`src/rtl/fifo_pkg.sv`:
```
// ============================================================================
// fifo_pkg : shared FIFO defaults, level-width helper and request encoding
// Rev 1.0
// ============================================================================
`default_nettype none

package fifo_pkg;

  localparam int DATA_WIDTH_DEF = 32;
  localparam int DEPTH_DEF      = 16;

  // Accepted-request pair for one edge, encoded as {wr_ok, rd_ok}.
  typedef enum logic [1:0] {
    OP_NONE = 2'b00,
    OP_RD   = 2'b01,
    OP_WR   = 2'b10,
    OP_RW   = 2'b11
  } fifo_op_e;

  function automatic int f_level_w(input int depth);
    return $clog2(depth) + 1;
  endfunction

endpackage : fifo_pkg

`default_nettype wire

```
`src/rtl/sync_fifo_mem.sv`:
```
// ============================================================================
// sync_fifo_mem : DEPTH x DATA_WIDTH storage, one write port, registered read
// Rev 1.0
// ============================================================================
`default_nettype none

module sync_fifo_mem
  import fifo_pkg::*;
#(
  parameter int DATA_WIDTH = DATA_WIDTH_DEF,
  parameter int DEPTH      = DEPTH_DEF
) (
  input  logic                       clk,
  input  logic                       arst_n,
  input  logic                       we_i,
  input  logic [$clog2(DEPTH)-1:0]   waddr_i,
  input  logic [DATA_WIDTH-1:0]      wdata_i,
  input  logic                       re_i,
  input  logic [$clog2(DEPTH)-1:0]   raddr_i,
  output logic [DATA_WIDTH-1:0]      rdata_o
);

  logic [DATA_WIDTH-1:0] mem_q [DEPTH];
  logic [DATA_WIDTH-1:0] rdata_q;

  // Storage is deliberately left out of reset so it maps onto plain RAM.
  always_ff @(posedge clk) begin
    if (we_i) begin
      mem_q[waddr_i] <= wdata_i;
    end
  end

  // Read samples the pre-edge contents, so a same-address write lands after.
  always_ff @(posedge clk or negedge arst_n) begin
    if (!arst_n) begin
      rdata_q <= '0;
    end else if (re_i) begin
      rdata_q <= mem_q[raddr_i];
    end
  end

  assign rdata_o = rdata_q;

endmodule : sync_fifo_mem

`default_nettype wire

```
`src/rtl/sync_fifo.sv`:
```
// ============================================================================
// sync_fifo : single-clock FIFO with occupancy level and almost-full/empty flags
// Optional macro SYNC_FIFO_ERR_EN adds sticky overflow_o / underflow_o. Rev 1.0
// ============================================================================
`default_nettype none

module sync_fifo
  import fifo_pkg::*;
#(
  parameter int DATA_WIDTH    = DATA_WIDTH_DEF,
  parameter int DEPTH         = DEPTH_DEF,
  parameter int AFULL_THRESH  = 14,
  parameter int AEMPTY_THRESH = 2
) (
  input  logic                       clk,
  input  logic                       arst_n,
  input  logic                       we_i,
  input  logic [DATA_WIDTH-1:0]      data_w,
  input  logic                       re_i,
  output logic [DATA_WIDTH-1:0]      data_r,
  output logic                       full_o,
  output logic                       empty_o,
  output logic                       almost_full_o,
  output logic                       almost_empty_o,
  output logic [$clog2(DEPTH):0]     level_o
`ifdef SYNC_FIFO_ERR_EN
  ,
  output logic                       overflow_o,
  output logic                       underflow_o
`endif
);

  localparam int AW = $clog2(DEPTH);
  localparam int LW = f_level_w(DEPTH);

  localparam logic [AW-1:0] C_LAST_PTR   = AW'(DEPTH - 1);
  localparam logic [AW-1:0] C_ONE_PTR    = AW'(1);
  localparam logic [LW-1:0] C_DEPTH_LVL  = LW'(DEPTH);
  localparam logic [LW-1:0] C_ONE_LVL    = LW'(1);
  localparam logic [LW-1:0] C_AFULL_LVL  = LW'(AFULL_THRESH);
  localparam logic [LW-1:0] C_AEMPTY_LVL = LW'(AEMPTY_THRESH);

  logic [AW-1:0] wr_ptr_q, wr_ptr_d;
  logic [AW-1:0] rd_ptr_q, rd_ptr_d;
  logic [LW-1:0] level_q, level_d;
  logic          full_q, empty_q, afull_q, aempty_q;
  logic          rd_ok, wr_ok;
  fifo_op_e      op;

  always_comb begin
    rd_ok    = re_i & ~empty_q;
    // A write into a full FIFO is fine when a read frees the head slot.
    wr_ok    = we_i & (~full_q | rd_ok);
    op       = fifo_op_e'({wr_ok, rd_ok});
    wr_ptr_d = wr_ptr_q;
    rd_ptr_d = rd_ptr_q;
    level_d  = level_q;

    if (wr_ok) begin
      wr_ptr_d = (wr_ptr_q == C_LAST_PTR) ? '0 : wr_ptr_q + C_ONE_PTR;
    end
    if (rd_ok) begin
      rd_ptr_d = (rd_ptr_q == C_LAST_PTR) ? '0 : rd_ptr_q + C_ONE_PTR;
    end

    case (op)
      OP_WR:   level_d = level_q + C_ONE_LVL;
      OP_RD:   level_d = level_q - C_ONE_LVL;
      default: level_d = level_q;
    endcase
  end

  // Flags are registered from the next level so they line up with level_o.
  always_ff @(posedge clk or negedge arst_n) begin
    if (!arst_n) begin
      wr_ptr_q <= '0;
      rd_ptr_q <= '0;
      level_q  <= '0;
      full_q   <= 1'b0;
      empty_q  <= 1'b1;
      afull_q  <= 1'b0;
      aempty_q <= 1'b1;
    end else begin
      wr_ptr_q <= wr_ptr_d;
      rd_ptr_q <= rd_ptr_d;
      level_q  <= level_d;
      full_q   <= (level_d == C_DEPTH_LVL);
      empty_q  <= (level_d == '0);
      afull_q  <= (level_d >= C_AFULL_LVL);
      aempty_q <= (level_d <= C_AEMPTY_LVL);
    end
  end

  sync_fifo_mem #(
    .DATA_WIDTH (DATA_WIDTH),
    .DEPTH      (DEPTH)
  ) u_mem (
    .clk     (clk),
    .arst_n  (arst_n),
    .we_i    (wr_ok),
    .waddr_i (wr_ptr_q),
    .wdata_i (data_w),
    .re_i    (rd_ok),
    .raddr_i (rd_ptr_q),
    .rdata_o (data_r)
  );

  assign full_o         = full_q;
  assign empty_o        = empty_q;
  assign almost_full_o  = afull_q;
  assign almost_empty_o = aempty_q;
  assign level_o        = level_q;

`ifdef SYNC_FIFO_ERR_EN
  logic overflow_q, underflow_q;

  always_ff @(posedge clk or negedge arst_n) begin
    if (!arst_n) begin
      overflow_q  <= 1'b0;
      underflow_q <= 1'b0;
    end else begin
      if (we_i & ~wr_ok) begin
        overflow_q <= 1'b1;
      end
      if (re_i & empty_q) begin
        underflow_q <= 1'b1;
      end
    end
  end

  assign overflow_o  = overflow_q;
  assign underflow_o = underflow_q;
`endif

endmodule : sync_fifo

`default_nettype wire

```
`config.mk`:
```
export PLATFORM = sky130hd
export DESIGN_NAME = sync_fifo
export DESIGN_NICKNAME = d
export VERILOG_FILES = /design/src/rtl/fifo_pkg.sv /design/src/rtl/sync_fifo_mem.sv /design/src/rtl/sync_fifo.sv
export SDC_FILE = /design/constraint.sdc
export NUM_CORES = 1
export LEC_CHECK = 0
export ABC_AREA = 1
export CORE_ASPECT_RATIO = 1.5
export CORE_MARGIN = 3
export CORE_UTILIZATION = 55
export DETAILED_ROUTE_END_ITERATION = 12
export PLACE_DENSITY_LB_ADDON = 0.25
export SETUP_SLACK_MARGIN = 0.05
export SYNTH_ARGS = -nofsm -noshare
export SYNTH_HDL_FRONTEND = slang
export SYNTH_SLANG_ARGS = --single-unit
```
`constraint.sdc`:
```
create_clock -name clk -period 3.11 [get_ports clk]
set_clock_uncertainty 0.1 [all_clocks]
set_input_delay 0.7775 -clock clk [delete_from_list [all_inputs] [get_ports clk]]
set_output_delay 0.7775 -clock clk [all_outputs]
set_load 0.02 [all_outputs]
```
# After elaboration in Yosys (flattened, before gate mapping)
# Memory sizes are Yosys's and may differ from the RTL's. A register that Yosys moved wholly into a read port is not among the register bits.
# Index checks and enable logic that the tools add are counted.
# word_totals
regBits	17
output_inout_bits	41
memories	1
input_bits	36
mem_bits_rw	512
# op_classes
mux	5
addsub	4
reduce_logical	2
n_lt_le_gt_ge	2
bitwise	5
eq_ne	5
# mem_list
memory	words	width	read_ports	rd_ports_with_merged_regs	write_ports	line_no	rtl
u_mem.mem_q	16	32	1	1	1	sync_fifo_mem.sv:23	logic [DATA_WIDTH-1:0] mem_q [DEPTH];
# op_table
cell	n
5-bit one-hot mux with 2 select lines	1
4-bit by 1-bit adder with 4-bit output (second input constant)	2
4-bit equality test (second input constant)	2
4-bit two-way mux	2
5-bit by 1-bit adder with 5-bit output (second input constant)	1
5-bit equality test (second input constant)	1
5-bit by 4-bit >= comparator with 1-bit output (second input constant)	1
5-bit by 2-bit less-or-equal comparator with 1-bit output (second input constant)	1
5-bit zero test	1
5-bit by 1-bit subtractor with 5-bit output (second input constant)	1
1-bit AND	2
2-bit by 1-bit equality test with 1-bit output (second input constant)	1
2-bit equality test (second input constant)	1
1-bit two-way mux	2
1-bit inverter	2
1-bit zero test	1
1-bit bitwise OR	1

# Longest topological paths before layout
# depth
ltp_word	7
ltp_mapped	20

# Cells and area by module
# A second synthesis with hierarchy kept.
# unflattened
cells_unflattened	1968
hier_area_um2	22844.4
# by_module_without_submodules
module	cells_per_inst	area_per_inst_um2	seq_area_each_um2	n_inst
sync_fifo_mem	1842	21839.7	16175.5	1
sync_fifo	126	1004.7	427.9	1

# Worst setup path after synthesis
# No wires, ideal clock.
# synth_timing
kind	input to register
from	input port re_i
to	memory u_mem.mem_q[11][0] in the netlist's numbering, enable pin
stages	8
t_arrival_ps	2792
t_required_ps	2589
setup_slack_ps	-203
n_path_buf	0
path_cell_list	inv_1 nor2_2 inv_1 nand2_1 nand2_1 inv_2 nand2_1 nor2_1
# synth_between
elab_chain_len	5
# synth_rtl
item	line_no	rtl
start: declaration	sync_fifo.sv:19	input logic re_i,
1-bit AND	sync_fifo.sv:51	rd_ok = re_i & ~empty_q;
1-bit bitwise OR	sync_fifo.sv:53	wr_ok = we_i & (~full_q | rd_ok);
1-bit AND	sync_fifo.sv:53	
1-bit two-way mux	sync_fifo_mem.sv:28	if (we_i) begin
1-bit two-way mux (implied by the code)	sync_fifo_mem.sv:29	mem_q[waddr_i] <= wdata_i;
end: declaration	sync_fifo_mem.sv:23	
# No other way between the ends.

# Worst setup path after layout
# layout_timing
from	register empty_q, in the netlist empty_o
to	output port empty_o
# layout_rtl
item	line_no	rtl
start: declaration	sync_fifo.sv:46	logic full_q, empty_q, afull_q, aempty_q;
start signal: assignment	sync_fifo.sv:88	empty_q <= (level_d == '0);
end: declaration	sync_fifo.sv:22	output logic empty_o,
# No word-level cell between the ends.

==> flow_summary.toml <==
[clocking]
ctsHoldBuffers = 0
cts.sinks = 561
clock-root-buffer = "clkbuf_16"
clkLatencyLatePin_ns = 0.58
htreeDepth = 2
cts_resized = 0
clk_pin_slew_worst_paths_ns = 0.07
cts_inserted_buffers = 49
post-cts-setup-buffers = 0
cts_tree = "done"
clockBufferDepth = 3

[grt]
grt_antenna_before_repair = 1
globalRouteTotalUtil_pct = 25.4
grt_overflow = 0
first_global_vias = 14600
grt_pass1_wl_um = 83800
grt_max_degree = 141

[synth]
ys_ff_latch = 561
syn_area_um2 = 22600
ys_warn_count = 0
synth-async-reset-ratio_pct = 8.73
synth_edf_count = 512
synth_top_area_share_pct = 67.9
synthFlopType = "edfxtp_1"
synthDistinctLibCells = 29
syn_nets = 1939
syn_inst = 1895
synth_area_leaders = "edfxtp_1 68%, nand2_1 11%, nand3_1 8.8%"
yosys.area.top_type = "edfxtp_1"
ys_seq_area_share_pct = 73.4
syn_area_per_cell_um2 = 11.9

[layout]
stdcell_area_um2 = 26000
fill_cells = 2932
n_antenna_cell = 0
register_area_um2 = 16600
layout.nets = 2020
area_growth_pct = 14.9
drive_gt1_share_pct = 8.83
multiInputGateArea_um2 = 5320
finalNonFillerCells = 2521

[setup_path]
cp-start-kind = "register"
reg2reg_from = "rd_ptr_q[0]"
reg2reg_depth = 8
setup.worst_path.end = "empty_o"
critPathSlowestCell = "clkdlybuf4s50_1"
critPathTopFamily = "buffers and inverters"
slowest_delay_ns = 0.61
required_ns = 2.23
end_kind = "output pin"
cp.arrival_ns = 1.73
path_buf_inv = 1
ff2ff_setup_slack_ns = 0.70
r2r_end = "u_mem.rdata_o[4]"
cp_max_fo = 2
path_cells = "clkdlybuf4s50_1"
cp.depth = 1
crit_type = "reg -> out"
cp-startpoint = "empty_o"

[placement]
place.gp.congestion = 0.837
dp_hpwl_um = 33100
place_inst = 2431
portBuffers = 76
placedInstanceArea_um2 = 24300

[detailed_routing]
wl_met2_um = 27500
dr.max_layer_used = "met5"
viasPerCell = 5.85
wl_met3_um = 4160
firstDrtPassIters = 5
vias = 14700
route.detailed.drc = 0
finalWirelength_um = 55000
wl_per_cell_um = 21.8
wirelength_met1_um = 21300
ant_nets = 0
drtIter0Drc = 1607

[sta]
fmax_mhz = 384
worst_slew_pin_slew_ns = 0.868
finalCritPeriodShare_pct = 83.8
slew-limit-headroom_pct = 42.2
finalHoldViolCount = 0
period_needed_ns = 2.61
rsz0062_at_grt = "false"
maxSlewViolCount = 0
final-setup-viol-count = 0

[run_status]
run_status = "complete, no violations"

[floorplanning]
die-area_um2 = 43700
initial_utilization_pct = 56.0
fp.dieW_um = 172
num_rows = 90
core_um2 = 40400
fp.dieH_um = 254
io_pins = 77

[power_and_ir_drop]
powerDensity_nw_per_um2 = 956
p_leak_nw = 9.55
max-vdd-ir-drop_mv = 0.599

[hold_path]
hp-class = "in -> async"

[run]
cap_viol_max_count = 0
-- synth_stat cells (7+ instances only) --
master	count
buf_2	51
buf_4	15
nand2_1	653
clkbuf_1	18
nand3_1	396
a21oi_1	65
edfxtp_1	512
ha_1	8
inv_1	18
nor2_1	55
buf_1	7
dfrtp_1	47
o21ai_0	7
buf_6	21
-- state kept, by name, summed over array words and instances (netlist names) --
register and count:
almost_empty_o 1, almost_full_o 1, empty_o 1, full_o 1, level_o 5, rd_ptr_q 4, u_mem.mem_q 512, u_mem.rdata_o 32
wr_ptr_q 4
-- how the worst min path moves through the flow --
stage | startpoint | to | slack, ns
6_report | arst_n | u_mem.rdata_o[15] | 0.14
5_1_grt | arst_n | u_mem.rdata_o[15] | 0.17
4_1_cts | arst_n | u_mem.rdata_o[15] | 0.16
3_5_place_dp | u_mem.rdata_o[30] | u_mem.rdata_o[30] | 0.42
3_3_place_gp | u_mem.rdata_o[30] | u_mem.rdata_o[30] | 0.41
2_1_floorplan | arst_n | almost_full_o | 0.38
-- layout make-up --
class	count	share of cell area, %
Clock buffer	63	5.15
Clock inverter	27	1.36
Tap cell	506	2.44
Sequential cell	561	63.9
Multi-Input combinational cell	1197	20.5
Timing Repair Buffer	145	6.34
Inverter	22	0.347
-- layout by cell type, fill, tap and decap left out, drive strengths merged --
cell type / Yosys / layout
ha: 8 / 8
dfstp: 2 / 2
xor2: 3 / 3
nand3: 396 / 396
xnor2: 1 / 1
nand4: 1 / 1
nor2: 57 / 57
nand3b: 1 / 1
o21a: 1 / 1
nor3b: 1 / 1
clkinvlp: 0 / 4
buf: 96 / 70
nand2: 653 / 653
a21boi: 1 / 1
edfxtp: 512 / 512
clkbuf: 19 / 63
clkinv: 0 / 13
nor3: 1 / 1
a21oi: 65 / 65
clkdlybuf4s50: 0 / 75
o211ai: 1 / 1
o21ai: 7 / 7
inv: 22 / 24
dfrtp: 47 / 47
bufinv: 0 / 8
-- per-layer routing --
| layer | track usage [%] | up-vias |
|---|---|---|
| li1 | - | 6781 |
| met1 | 34.0 | 7162 |
| met2 | 42.1 | 652 |
| met3 | 3.80 | 139 |
| met4 | 10.5 | 2 |
| met5 | 0 | - |
-- through the flow --
step	hold slack (ns)	util (%)	setup WS, ns	power, mW	setup TNS, ns
6_report	0.144	64.3	0.503	24.8	0
5_1_grt	0.167	64.3	0.318	26.1	0
4_1_cts	0.162	64.3	0.485	24.9	0
3_5_place_dp	0.417	60.1	-0.0200	18.6	-0.0200
3_3_place_gp	0.410	60.1	0.00990	18.5	0
2_1_floorplan	0.382	-	-0.203	15.6	-78.55
-- logic make-up after synthesis --
family                   count (synthesis)  synth area share, %
adder cells (fa/ha/maj)                  8                0.442
flip-flops                             561                 73.4
AND/OR/NAND/NOR                       1110                 20.7
buffers and inverters                  137                 3.67
XOR/XNOR                                 4                0.155
AO/OA/AOI/OAI                           75                 1.69
-- where the power goes --
| group | internal [mW] | total (mW) | switching (mW) |
|---|---|---|---|
| logic | 2.80 | 8.70 | 5.91 |
| clock network | 3.71 | 6.35 | 2.63 |
| registers | 9.28 | 9.80 | 0.521 |
| total | 15.8 | 24.8 | 9.06 |
(Power assumes the default switching activity.)
